===== config.mk =====
export PLATFORM = sky130hd
export DESIGN_NAME = ispm_loader
export DESIGN_NICKNAME = d
export VERILOG_FILES = /design/src/rtl/ispm_loader_pkg.sv /design/src/rtl/ispm_word_packer.sv /design/src/rtl/ispm_loader.sv
export SDC_FILE = /design/constraint.sdc
export NUM_CORES = 1
export LEC_CHECK = 0
export ABC_AREA = 1
export BUFFER_PORTS_ARGS = -buffer_cell sky130_fd_sc_hd__buf_4
export CAP_MARGIN = 20
export CORE_ASPECT_RATIO = 2
export CORE_UTILIZATION = 50
export CTS_BUF_LIST = sky130_fd_sc_hd__clkbuf_4 sky130_fd_sc_hd__clkbuf_8
export CTS_CLUSTER_DIAMETER = 80
export DETAILED_ROUTE_END_ITERATION = 8
export PLACE_DENSITY = 0.73
export SKIP_LAST_GASP = 1
export SLEW_MARGIN = 20
export SYNTH_ARGS = -nofsm -noshare
export SYNTH_HDL_FRONTEND = slang
export SYNTH_SLANG_ARGS = --single-unit

===== constraint.sdc =====
create_clock -name clk -period 3.6 [get_ports clk]
set_input_delay 0.36 -clock clk [delete_from_list [all_inputs] [get_ports clk]]
set_output_delay 0.36 -clock clk [all_outputs]
set_load 0.02 [all_outputs]

===== src/rtl/ispm_loader_pkg.sv =====
// Shared types and constants for the ISPM image loader.
package ispm_loader_pkg;

    typedef enum logic [2:0] {
        LEN0,
        LEN1,
        DATA,
        WRITE,
        CSUM,
        DONE
    } state_t;

    localparam int unsigned BYTES_PER_WORD = 4;
    localparam int unsigned LEN_BYTES      = 2;

endpackage


===== src/rtl/ispm_word_packer.sv =====
// Assembles little-endian 32-bit words from a byte stream; word_valid marks the 4th byte.
import ispm_loader_pkg::*;

module ispm_word_packer (
    input  logic        clk,
    input  logic        reset_n,
    input  logic        clear,
    input  logic        byte_valid,
    input  logic [7:0]  byte_data,
    output logic [31:0] word,
    output logic        word_valid
);

    logic [1:0] lane;

    always_ff @(posedge clk) begin
        if (!reset_n || clear) begin
            lane <= '0;
            word <= '0;
        end else if (byte_valid) begin
            lane <= lane + 2'd1;
            // Shifting in from the top leaves the first byte in the low lane.
            word <= {byte_data, word[31:8]};
        end
    end

    assign word_valid = byte_valid && (lane == 2'(BYTES_PER_WORD - 1));

endmodule


===== src/rtl/ispm_loader.sv =====
// Byte-stream to ISPM bus loader; holds the core in reset until the image is written.
// Optional trailing XOR checksum enabled by ISPM_LOADER_CHECKSUM_EN.
import ispm_loader_pkg::*;

module ispm_loader #(
    parameter int unsigned ADDR_WIDTH = 12,
    parameter int unsigned BASE_ADDR  = 0
) (
    input  logic                  clk,
    input  logic                  reset_n,
    input  logic                  in_valid,
    input  logic [7:0]            in_data,
    output logic                  in_ready,
    input  logic                  restart,
    output logic [ADDR_WIDTH-1:0] io_bus_addr,
    output logic                  io_bus_write,
    output logic [31:0]           io_bus_data_in,
    input  logic                  io_bus_ready,
    output logic                  core_reset,
    output logic                  done,
    output logic                  error
);

    state_t state, next_state;
    logic        take;
    logic        word_valid;
    logic        do_restart;
    logic [7:0]  len_lo;
    logic [15:0] remaining;

    assign take       = in_valid && in_ready;
    assign do_restart = (state == DONE) && restart;

    ispm_word_packer u_packer (
        .clk        (clk),
        .reset_n    (reset_n),
        .clear      (do_restart),
        .byte_valid (take && (state == DATA)),
        .byte_data  (in_data),
        .word       (io_bus_data_in),
        .word_valid (word_valid)
    );

    always_ff @(posedge clk) begin
        if (!reset_n) state <= LEN0;
        else          state <= next_state;
    end

    always_comb begin
        next_state = state;
        case (state)
            LEN0:  if (take) next_state = LEN1;
            LEN1:  if (take) begin
`ifdef ISPM_LOADER_CHECKSUM_EN
                       next_state = ({in_data, len_lo} == 16'd0) ? CSUM : DATA;
`else
                       next_state = ({in_data, len_lo} == 16'd0) ? DONE : DATA;
`endif
                   end
            DATA:  if (word_valid) next_state = WRITE;
            WRITE: if (io_bus_ready) begin
`ifdef ISPM_LOADER_CHECKSUM_EN
                       next_state = (remaining == 16'd1) ? CSUM : DATA;
`else
                       next_state = (remaining == 16'd1) ? DONE : DATA;
`endif
                   end
            CSUM:  if (take) next_state = DONE;
            DONE:  if (restart) next_state = LEN0;
            default: next_state = LEN0;
        endcase
    end

    always_comb begin
        in_ready     = (state == LEN0) || (state == LEN1) || (state == DATA) || (state == CSUM);
        io_bus_write = (state == WRITE);
        done         = (state == DONE);
    end

    always_ff @(posedge clk) begin
        if (!reset_n) begin
            len_lo      <= '0;
            remaining   <= '0;
            io_bus_addr <= ADDR_WIDTH'(BASE_ADDR);
        end else begin
            if (state == LEN0 && take) len_lo <= in_data;
            if (state == LEN1 && take) remaining <= {in_data, len_lo};
            if (state == WRITE && io_bus_ready) begin
                // Address wraps naturally at 2^ADDR_WIDTH for oversized images.
                io_bus_addr <= io_bus_addr + ADDR_WIDTH'(1);
                remaining   <= remaining - 16'd1;
            end
            if (do_restart) io_bus_addr <= ADDR_WIDTH'(BASE_ADDR);
        end
    end

`ifdef ISPM_LOADER_CHECKSUM_EN
    logic [7:0] csum;

    always_ff @(posedge clk) begin
        if (!reset_n) begin
            csum  <= '0;
            error <= 1'b0;
        end else begin
            if (state == DATA && take) csum <= csum ^ in_data;
            if (state == CSUM && take) error <= (in_data != csum);
            if (do_restart) begin
                csum  <= '0;
                error <= 1'b0;
            end
        end
    end
`else
    assign error = 1'b0;
`endif

    assign core_reset = !done || error;

endmodule


==> out/qor.yml, run 1 <==
logic_synthesis:
  sequential_fraction_of_the_synthesis_area_pct: 41.7
  synth.lib_cells_used.distinct: 32
  yosys_register_bits: 73
  synthesis.area_sq_um: 3510
  post_synth_inst_count: 521
  synth_largest_type_area_fraction_pct: 41.7
  syn_area_per_cell_sq_um: 6.73
  synthDominantAreaCellType: "dfxtp_1"
  top_cells_by_area_in_the_synthesized_netlist: "dfxtp_1 42%, nand2_1 15%, a21oi_1 9.4%"
  synth.net_count: 538
  synthesis.yosys.warnings: 0
detailed_routing:
  drt-vias-per-instance: 5.32
  routed_wire_length_per_instance_um: 13.6
  dr.first_iter.drc_count: 160
  post-route-drc-count: 0
  totalWireLength_um: 9060
  ant_nets: 0
  detailedRoute.firstPassIterationCount: 4
  via_count: 3535
clocking:
  clkTransAtPathRegs_ps: 70
  clockBufferDepth: 2
  cts_tree: "built"
  clk-insertion-delay-late_ps: 360
  clkSinkCount: 73
  cts-resized-gates: 0
  hold_buffers: 0
  cts-htree-levels: 3
  post-cts-setup-buffers: 0
  numCtsBuffers: 9
  clock_root_buffer: "clkbuf_8"
sta:
  final.period_utilization_pct: 52.7
  finClkSkew_ps: 4.61
  final_max_slew_viol_count: 0
  grt_setup_unrepaired: "false"
  fmax_mhz: 527
  timing.setup.tns_ps: 0
  worst-slew-pin-transition_ps: 745
  timing.final.hold_violations: 0
  setup_violations_final: 0
  layout_setup_ws_ps: 1700
  relSlewSlack_pct: 50.2
  post-route-min-period_ps: 1900
floorplanning:
  initial_utilization_pct: 52.5
  floorplan.die.width_um: 61.2
  die-height_um: 120
  die-area_sq_um: 7370
  core_area_sq_um: 6670
  boundaryPins: 62
  fp-row-count: 42
layout:
  fin_util_pct: 62.7
  layout.filler_cells: 677
  layout.cells.most_common: "nand2_1"
  layout.nets: 589
  antennaDiodeCount: 0
  layout-area-overhead-vs-synth_pct: 19.3
  layout.cells.most_common_list: "138 x nand2_1, 73 x dfxtp_1, 66 x a21oi_1"
  layout-drive-gt1-share_pct: 15.8
  finalNonFillerCells: 665
grt:
  overflow: 0
  maximum_number_of_pins_on_one_net_before_global_route_repair: 39
  first_global_vias: 3191
  grt_use_total_pct: 26.6
  grt_antenna_before_repair: 0
  first_pass_grt_wire_length_um: 14600
placement:
  gp_routability_congestion: 0.875
  dp_hpwl_um: 6710
  place_ws_ps: 1710
  dpl.cell_count: 649
  place.port_buffers: 60
critical_path:
  crit_path_max_incr_delay_ps: 590
  timing.critical_path.to_type: "flop"
  slowest_stage: "nor2_4"
  crit_arrival_ps: 2140
  critical_path_peak_fanout: 36
  crit_required_ps: 3840
  timing.critical_path.cells: "inv_1 > nand2_2 > nor2_4 > nand2_1 > buf_4 > o21ai_0 > a21oi_1"
  timing.setup.critical_path_class: "reg -> reg"
  critPathLaunchType: "flop"
status:
  outcome: "finished clean"
flow_run:
  maxCapViolCount: 0
pwr:
  power.density_nw_per_um2: 579
  ir_worst_vdd_mv: 0.346
  leakage_nw: 1.76
min_path:
  worst_hold_path_type: "in -> reg"
synth_stat cells:
master    count
a21oi_1      66
a31oi_1       5
buf_2        11
buf_4         1
buf_6         1
clkbuf_1     10
conb_1        1
dfxtp_1      73
ha_1          4
inv_1        42
inv_2         4
nand2_1     138
nand2_2       1
nand3_1      54
nand3b_1      4
nand3b_2      1
nand4_1       3
nand4_2       1
nor2_1       55
nor2_2        1
nor2_4        1
nor3_1        8
nor3_2        1
nor3b_1       1
o211ai_1      2
o21ai_0      24
o21ai_1       1
o221ai_1      1
o22ai_1       1
or2_2         1
xnor2_1       3
xor2_1        1
state kept, by name, indices dropped and copies added, names as in the netlist:
name and flops:
io_bus_addr 12, len_lo 8, remaining 16, u_packer.lane 2, state 3, u_packer.word 32
layer usage:
layer	vias up	GRT usage [%]	wire length [um]
met5	-	0	0
met4	0	12.6	288
met3	20	6.52	350
met2	75	46.3	5010
met1	1634	28.4	3410
li1	1806	-	-
final timing paths:
kind / startpoint / slack [ps] / end / depth (start not counted)
setup / recovery: state[0] / 1700 / u_packer.lane[0] / 7
hold / removal: in_data[7] / 260 / len_lo[7] / 3
setup reg to reg: state[0] / 1700 / u_packer.lane[0] / 7
hold reg to reg: u_packer.word[4] / 470 / u_packer.word[4] / 2
critical path: cells and delay by family (launching register included):
| family | cells | cell delay (ps) |
|---|---|---|
| DFF | 1 | 360 |
| AOI/OAI and AO/OA | 2 | 240 |
| buffers and inverters | 2 | 380 |
| and+or+nand+nor | 3 | 790 |
report_power, final:
group / internal [mW] / leakage, nW / total [mW] / switching (mW)
Sequential: 0.892 / 0.591 / 0.977 / 0.0849
Clock: 0.325 / 0.0939 / 0.637 / 0.311
Combinational: 0.266 / 1.07 / 0.810 / 0.545
Total: 1.48 / 1.76 / 2.42 / 0.941
layout make-up:
cell class	instances	area (sq um)	area share, %
flip-flops and latches	73	1460	34.9
multi-input cells	379	1760	42.2
well taps	88	110	2.63
inverters	46	173	4.13
repair buffers	63	473	11.3
clock inverters	3	22.5	0.538
clock buffers	13	179	4.28
through the flow:
stage	instance area, sq um	hold slack, ps	total power, mW
4_1_cts	4180	255	2.43
6_report	4180	265	2.42
3_5_place_dp	3980	456	1.80
5_1_grt	4180	275	2.59
2_1_floorplan	3510	439	1.60
3_3_place_gp	3980	452	1.78
cell families (layout without fill, tap and decap cells):
family | Yosys count | count (layout) | synth area share (%)
AO/OA/AOI/OAI | 100 | 100 | 14.7
buffers and inverters | 69 | 125 | 8.10
XOR/XNOR | 4 | 4 | 0.999
AND/OR/NAND/NOR | 270 | 270 | 32.9
other | 1 | 1 | 0.107
adder cells (fa/ha/maj) | 4 | 4 | 1.43
flip-flops | 73 | 73 | 41.7
Note: power is estimated with default switching activity, not from simulation.
==> run 2: changes to the inputs <==
- clock period: 3.6 -> 1.9 ns (I/O delays scaled with it)
==> run 2 against run 1 <==
Compared with the run above: clock power rose by 120%; hold slack got worse by 150 ps; maximum frequency rose by 14%; combinational power rose by 99%; power rose by 99%; critical endpoint is now remaining[1]; largest power group unchanged.
==> out/qor.yml, run 2 (synthesized netlist as in run 1, its figures left out) <==
critical_path:
  slowest_stage: "dfxtp_1"
  crit_required_ps: 2120  # -1720 ps
  r2r.worst_path.cells: 7  # unchanged
  timing.critical_path.to_type: "flop"
  timing.setup.critical_path_class: "reg -> reg"
  crit_path_max_incr_delay_ps: 410  # -180 ps
  worst-path-buf-inv: 1  # -1
  regToRegSetupSlack_ps: 230  # -1470 ps
  critPathLaunchType: "flop"
  crit-reg2reg-capture: "remaining[1]"
  reg2reg_from: "state[0]"
  cp_common_cell: "nand2_1"
  critPathTopFamily: "simple AND/OR/NAND/NOR gates"
  crit_arrival_ps: 1890  # -250 ps
  critical_path_peak_fanout: 14  # -61%
  timing.critical_path.cells: "nand2_1 > nor2_1 > nand2_1 > nand2_1 > inv_2 > a21oi_1 > nor2_1"
detailed_routing:
  post-route-drc-count: 0  # unchanged
  drt-vias-per-instance: 5.29  # -0.56%
  routed_wire_length_per_instance_um: 14.1  # +3.4%
  detailedRoute.firstPassIterationCount: 4  # unchanged
  dr.first_iter.drc_count: 230  # +44%
  totalWireLength_um: 9450  # +4.3%
  via_count: 3547  # +0.34%
  ant_nets: 0  # unchanged
layout:
  number_of_flip_flops_under_the_largest_register_name: 32  # unchanged
  layout-drive-gt1-share_pct: 16.6  # +0.87 points
  layout-area-overhead-vs-synth_pct: 21.6
  top_regs: "u_packer.word (32), remaining (16), io_bus_addr (12)"
  layout.filler_cells: 646  # -4.6%
  layout.nets: 595  # +1.0%
  layout.cells.most_common: "nand2_1"
  layout.cells.most_common_list: "138 x nand2_1, 73 x dfxtp_1, 68 x buf_4"
  multiInputGateArea_sq_um: 1760  # unchanged
  final-seq-area_sq_um: 1460  # unchanged
  largest_register: "u_packer.word"
  antennaDiodeCount: 0  # unchanged
sta:
  fmax_mhz: 598  # +14%
  final_max_slew_viol_count: 0  # unchanged
  timing.final.hold_violations: 0  # unchanged
  relSlewSlack_pct: 61.8  # +12 points
  timing.setup.tns_ps: 0  # unchanged
  layout_setup_ws_ps: 228  # -1470 ps
  finClkSkew_ps: 5.33  # +0.719 ps
  post-route-min-period_ps: 1670  # -226 ps
  grt_setup_unrepaired: "false"
  setup_violations_final: 0  # unchanged
  final.period_utilization_pct: 88.0  # +35 points
  worst-slew-pin-transition_ps: 572  # -173 ps
clocking:
  cts-resized-gates: 0  # unchanged
  clkSinkCount: 73  # unchanged
  clk-insertion-delay-late_ps: 350  # about the same
  cts-htree-levels: 3  # unchanged
  numCtsBuffers: 9  # unchanged
  clkTransAtPathRegs_ps: 70  # about the same
  post-cts-setup-buffers: 0  # unchanged
  clockBufferDepth: 2  # unchanged
  cts_tree: "built"
  clock_root_buffer: "clkbuf_8"
  hold_buffers: 0  # unchanged
pwr:
  leakage_nw: 1.81  # +3.2%
  ir_worst_vdd_mv: 0.707  # +100%
  total_power_mw: 4.83  # +99%
  power.density_nw_per_um2: 1130  # +95%
floorplanning:
  boundaryPins: 62  # unchanged
  core_area_sq_um: 6670  # unchanged
  initial_utilization_pct: 52.5  # unchanged
  die-height_um: 120  # unchanged
  die-area_sq_um: 7370  # unchanged
  fp-row-count: 42  # unchanged
  floorplan.die.width_um: 61.2  # unchanged
placement:
  dp_hpwl_um: 6960  # +3.8%
  place.port_buffers: 60  # unchanged
  place_ws_ps: 250  # -1460 ps
  gp_routability_congestion: 0.882  # +0.79%
grt:
  first_global_vias: 3609  # +13%
  overflow: 0  # unchanged
  first_pass_grt_wire_length_um: 15800  # +7.9%
  maximum_number_of_pins_on_one_net_before_global_route_repair: 34  # -13%
  grt_antenna_before_repair: 0  # unchanged
  grt_use_total_pct: 28.5  # +1.9 points
min_path:
  worst_hold_path_type: "in -> reg"
  worst_min_path_start: "in_data[5]"
  whs_endpoint: "len_lo[5]"
  hold_path_depth: 3  # unchanged
status:
  outcome: "finished clean"
flow_run:
  maxCapViolCount: 0  # unchanged
-- run 2: cell types whose count changed in the layout (fill, tap and decap cells not counted) --
| cell | delta |
|---|---|
| bufinv_16 | +2 |
| clkbuf_8 | -3 |
| clkinv_4 | +1 |
| buf_12 | +1 |
| clkinv_2 | +2 |
| buf_4 | +5 |
| clkbuf_4 | +1 |
| clkinvlp_4 | -3 |
-- run 2: power by group --
part,internal [mW],switching (mW)
clock,0.788,0.577
combinational,0.550,1.06
sequential,1.69,0.167
total,3.03,1.80
-- run 2: worst min-delay path: stages --
cell     delay (ps)
buf_4            90
inv_1            50
a21oi_1         100
-- run 2: final cells by class --
class	instances	share of cell area [%]
clock buffers	11	3.40
flip-flops and latches	73	34.3
multi-input cells	379	41.4
well taps	88	2.58
clock inverters	5	1.85
repair buffers	69	12.4
inverters	46	4.05
-- run 2: through the flow --
step	instances	instance area (sq um)	util [%]	hold WS (ps)
global route	671	4260	63.9	112
finish	671	4260	63.9	116
global placement	655	4040	60.5	451
detailed placement	655	4040	60.5	458
CTS	671	4260	63.9	100
floorplan	521	3510	-	318
-- run 2: how the worst max path moves through the flow --
stage                        start              to  slack [ps]  depth (start not counted)
finish                    state[0]    remaining[1]         230                          7
global route              state[0]    remaining[1]         0.4                          7
CTS                       state[0]    remaining[1]         230                          7
detailed placement        state[0]    remaining[1]         250                          7
global placement          state[0]    remaining[1]         330                          7
floorplan           io_bus_addr[3]  io_bus_addr[8]         480                          7
-- run 2: routing by layer --
layer  track usage (%)  vias up  share of wire (%)
met2              50.5       92                 57
met1              29.4     1617                 36
met3              6.42       20                4.2
li1                  -     1818                  -
met4              14.3        0                2.6
met5                 0        -                  0
==> run 3: changes to the inputs <==
- clock period: 1.9 -> 2 ns (I/O delays scaled with it)
==> run 3 against run 2 <==
Compared with the run above: critical path depth increased by 1; non-clock buffer count down 1; register-to-register slack better by 100 ps; wire length fell by 2.1%; global-route usage decreased by 0.54 points; clock skew is 3.3 ps higher; first-iteration DRC count decreased by 13%; maximum frequency is 0.27% higher; critical endpoint unchanged; largest power group unchanged; highest routed layer unchanged.
==> out/qor.yml, run 3 (synthesized netlist as in run 1, its figures left out) <==
sta:
  timing.setup.tns_ps: 0  # unchanged
  relSlewSlack_pct: 61.7  # -0.15 points
  setup_violations_final: 0  # unchanged
  timing.final.hold_violations: 0  # unchanged
  post-route-min-period_ps: 1670  # -4.51 ps
  final.period_utilization_pct: 83.4  # -4.6 points
  worst-slew-pin-transition_ps: 574  # +2.27 ps
  final_max_slew_viol_count: 0  # unchanged
  finClkSkew_ps: 8.59  # +3.26 ps
  fmax_mhz: 600  # +0.27%
  grt_setup_unrepaired: "false"
grt:
  grt_antenna_before_repair: 0  # unchanged
  grt_use_total_pct: 27.9  # -0.54 points
  first_pass_grt_wire_length_um: 15600  # -0.96%
  first_global_vias: 3484  # -3.5%
  overflow: 0  # unchanged
  maximum_number_of_pins_on_one_net_before_global_route_repair: 36  # +5.9%
detailed_routing:
  drt-vias-per-instance: 5.38  # +1.8%
  post-route-drc-count: 0  # unchanged
  dr.first_iter.drc_count: 200  # -13%
  detailedRoute.firstPassIterationCount: 5  # +1
  routed_wire_length_per_instance_um: 13.8  # -1.9%
  ant_nets: 0  # unchanged
  totalWireLength_um: 9260  # -2.1%
  via_count: 3606  # +1.7%
critical_path:
  timing.critical_path.cells: "inv_2 > nand2_1 > nor2_1 > nand2_1 > nand2_1 > inv_2 > a21oi_1 > nor2_1"
  timing.critical_path.to_type: "flop"
  critical_path_peak_fanout: 14  # unchanged
  crit_arrival_ps: 1890  # about the same
  crit_path_max_incr_delay_ps: 350  # -60 ps
  critPathLaunchType: "flop"
  crit_required_ps: 2220  # +100 ps
  r2r.worst_path.cells: 8  # +1
  timing.setup.critical_path_class: "reg -> reg"
  slowest_stage: "dfxtp_1"
  cp_common_cell: "nand2_1"
clocking:
  clk-insertion-delay-late_ps: 350  # about the same
  hold_buffers: 0  # unchanged
  clock_root_buffer: "clkbuf_8"
  clkTransAtPathRegs_ps: 80  # about the same
  cts-resized-gates: 0  # unchanged
  cts-htree-levels: 3  # unchanged
  clkSinkCount: 73  # unchanged
  numCtsBuffers: 9  # unchanged
  post-cts-setup-buffers: 0  # unchanged
  clockBufferDepth: 2  # unchanged
  cts_tree: "built"
layout:
  number_of_flip_flops_under_the_largest_register_name: 32  # unchanged
  largest_register: "u_packer.word"
  finalNonFillerCells: 670  # -0.15%
  layout-drive-gt1-share_pct: 16.5  # -0.14 points
  top_regs: "u_packer.word (32), remaining (16), io_bus_addr (12)"
  layout.cell_area.non_filler_sq_um: 4230  # -0.73%
  layout-area-overhead-vs-synth_pct: 20.7
  layout.cells.most_common_list: "138 x nand2_1, 73 x dfxtp_1, 67 x buf_4"
  layout.filler_cells: 645  # -0.15%
  antennaDiodeCount: 0  # unchanged
  layout.nets: 594  # -0.17%
  layout.cells.most_common: "nand2_1"
floorplanning:
  initial_utilization_pct: 52.5  # unchanged
  boundaryPins: 62  # unchanged
  die-height_um: 120  # unchanged
  floorplan.die.width_um: 61.2  # unchanged
  core_area_sq_um: 6670  # unchanged
  fp-row-count: 42  # unchanged
  die-area_sq_um: 7370  # unchanged
pwr:
  ir_worst_vdd_mv: 0.639  # -9.7%
  power.density_nw_per_um2: 1050  # -7.1%
  total_power_mw: 4.45  # -7.8%
  leakage_nw: 1.80  # -0.65%
flow_run:
  maxCapViolCount: 0  # unchanged
placement:
  dp_hpwl_um: 6850  # -1.6%
  dpl.cell_count: 654  # -0.15%
  placed_area_sq_um: 4030  # -0.19%
  place.port_buffers: 60  # unchanged
  gp_routability_congestion: 0.866  # -1.9%
status:
  outcome: "finished clean"
min_path:
  hold_path_depth: 3  # unchanged
  worst_hold_path_type: "in -> reg"
-- run 3: metrics by stage --
step	setup WS, ps	util, %	hold WS [ps]
final	332	63.4	117
after global routing	82.1	63.4	124
after CTS	346	63.4	112
after detailed placement	351	60.4	454
after global placement	437	60.4	450
after floorplan	577	-	328
-- run 3: layout make-up --
cell class	instances	area [sq um]	share of cell area (%)
Inverter	46	173	4.08
Tap cell	88	110	2.60
Clock inverter	2	38.8	0.917
Sequential cell	73	1460	34.5
Timing Repair Buffer	68	523	12.4
Clock buffer	14	161	3.81
Multi-Input combinational cell	379	1760	41.7
-- run 3: worst max-delay path: cells and delay by family, from the launching register on --
| family | cells | cell delay [ps] |
|---|---|---|
| simple gates | 5 | 800 |
| compound gates | 1 | 170 |
| buf+inv | 2 | 220 |
| flops | 1 | 350 |
-- run 3: report_power, final --
part / leakage, nW / switching, mW / internal [mW] / total, mW
logic: 1.10 / 1.00 / 0.510 / 1.51
clock network: 0.106 / 0.531 / 0.650 / 1.18
registers: 0.591 / 0.154 / 1.61 / 1.76
total: 1.80 / 1.68 / 2.77 / 4.45
-- run 3: routing by layer --
layer | track usage, % | up-vias | wire length, um
met5 | 0 | - | 0
met4 | 11.4 | 0 | 235
met3 | 5.67 | 19 | 366
met2 | 50.3 | 80 | 5180
met1 | 29.8 | 1694 | 3470
li1 | - | 1813 | -
-- run 3: worst paths after layout --
| kind | startpoint | end | slack, ps |
|---|---|---|---|
| hold / removal | in_data[7] | len_lo[7] | 120 |
| hold reg to reg | u_packer.word[4] | u_packer.word[4] | 460 |
| setup / recovery | state[2] | remaining[1] | 330 |
| setup reg to reg | state[2] | remaining[1] | 330 |
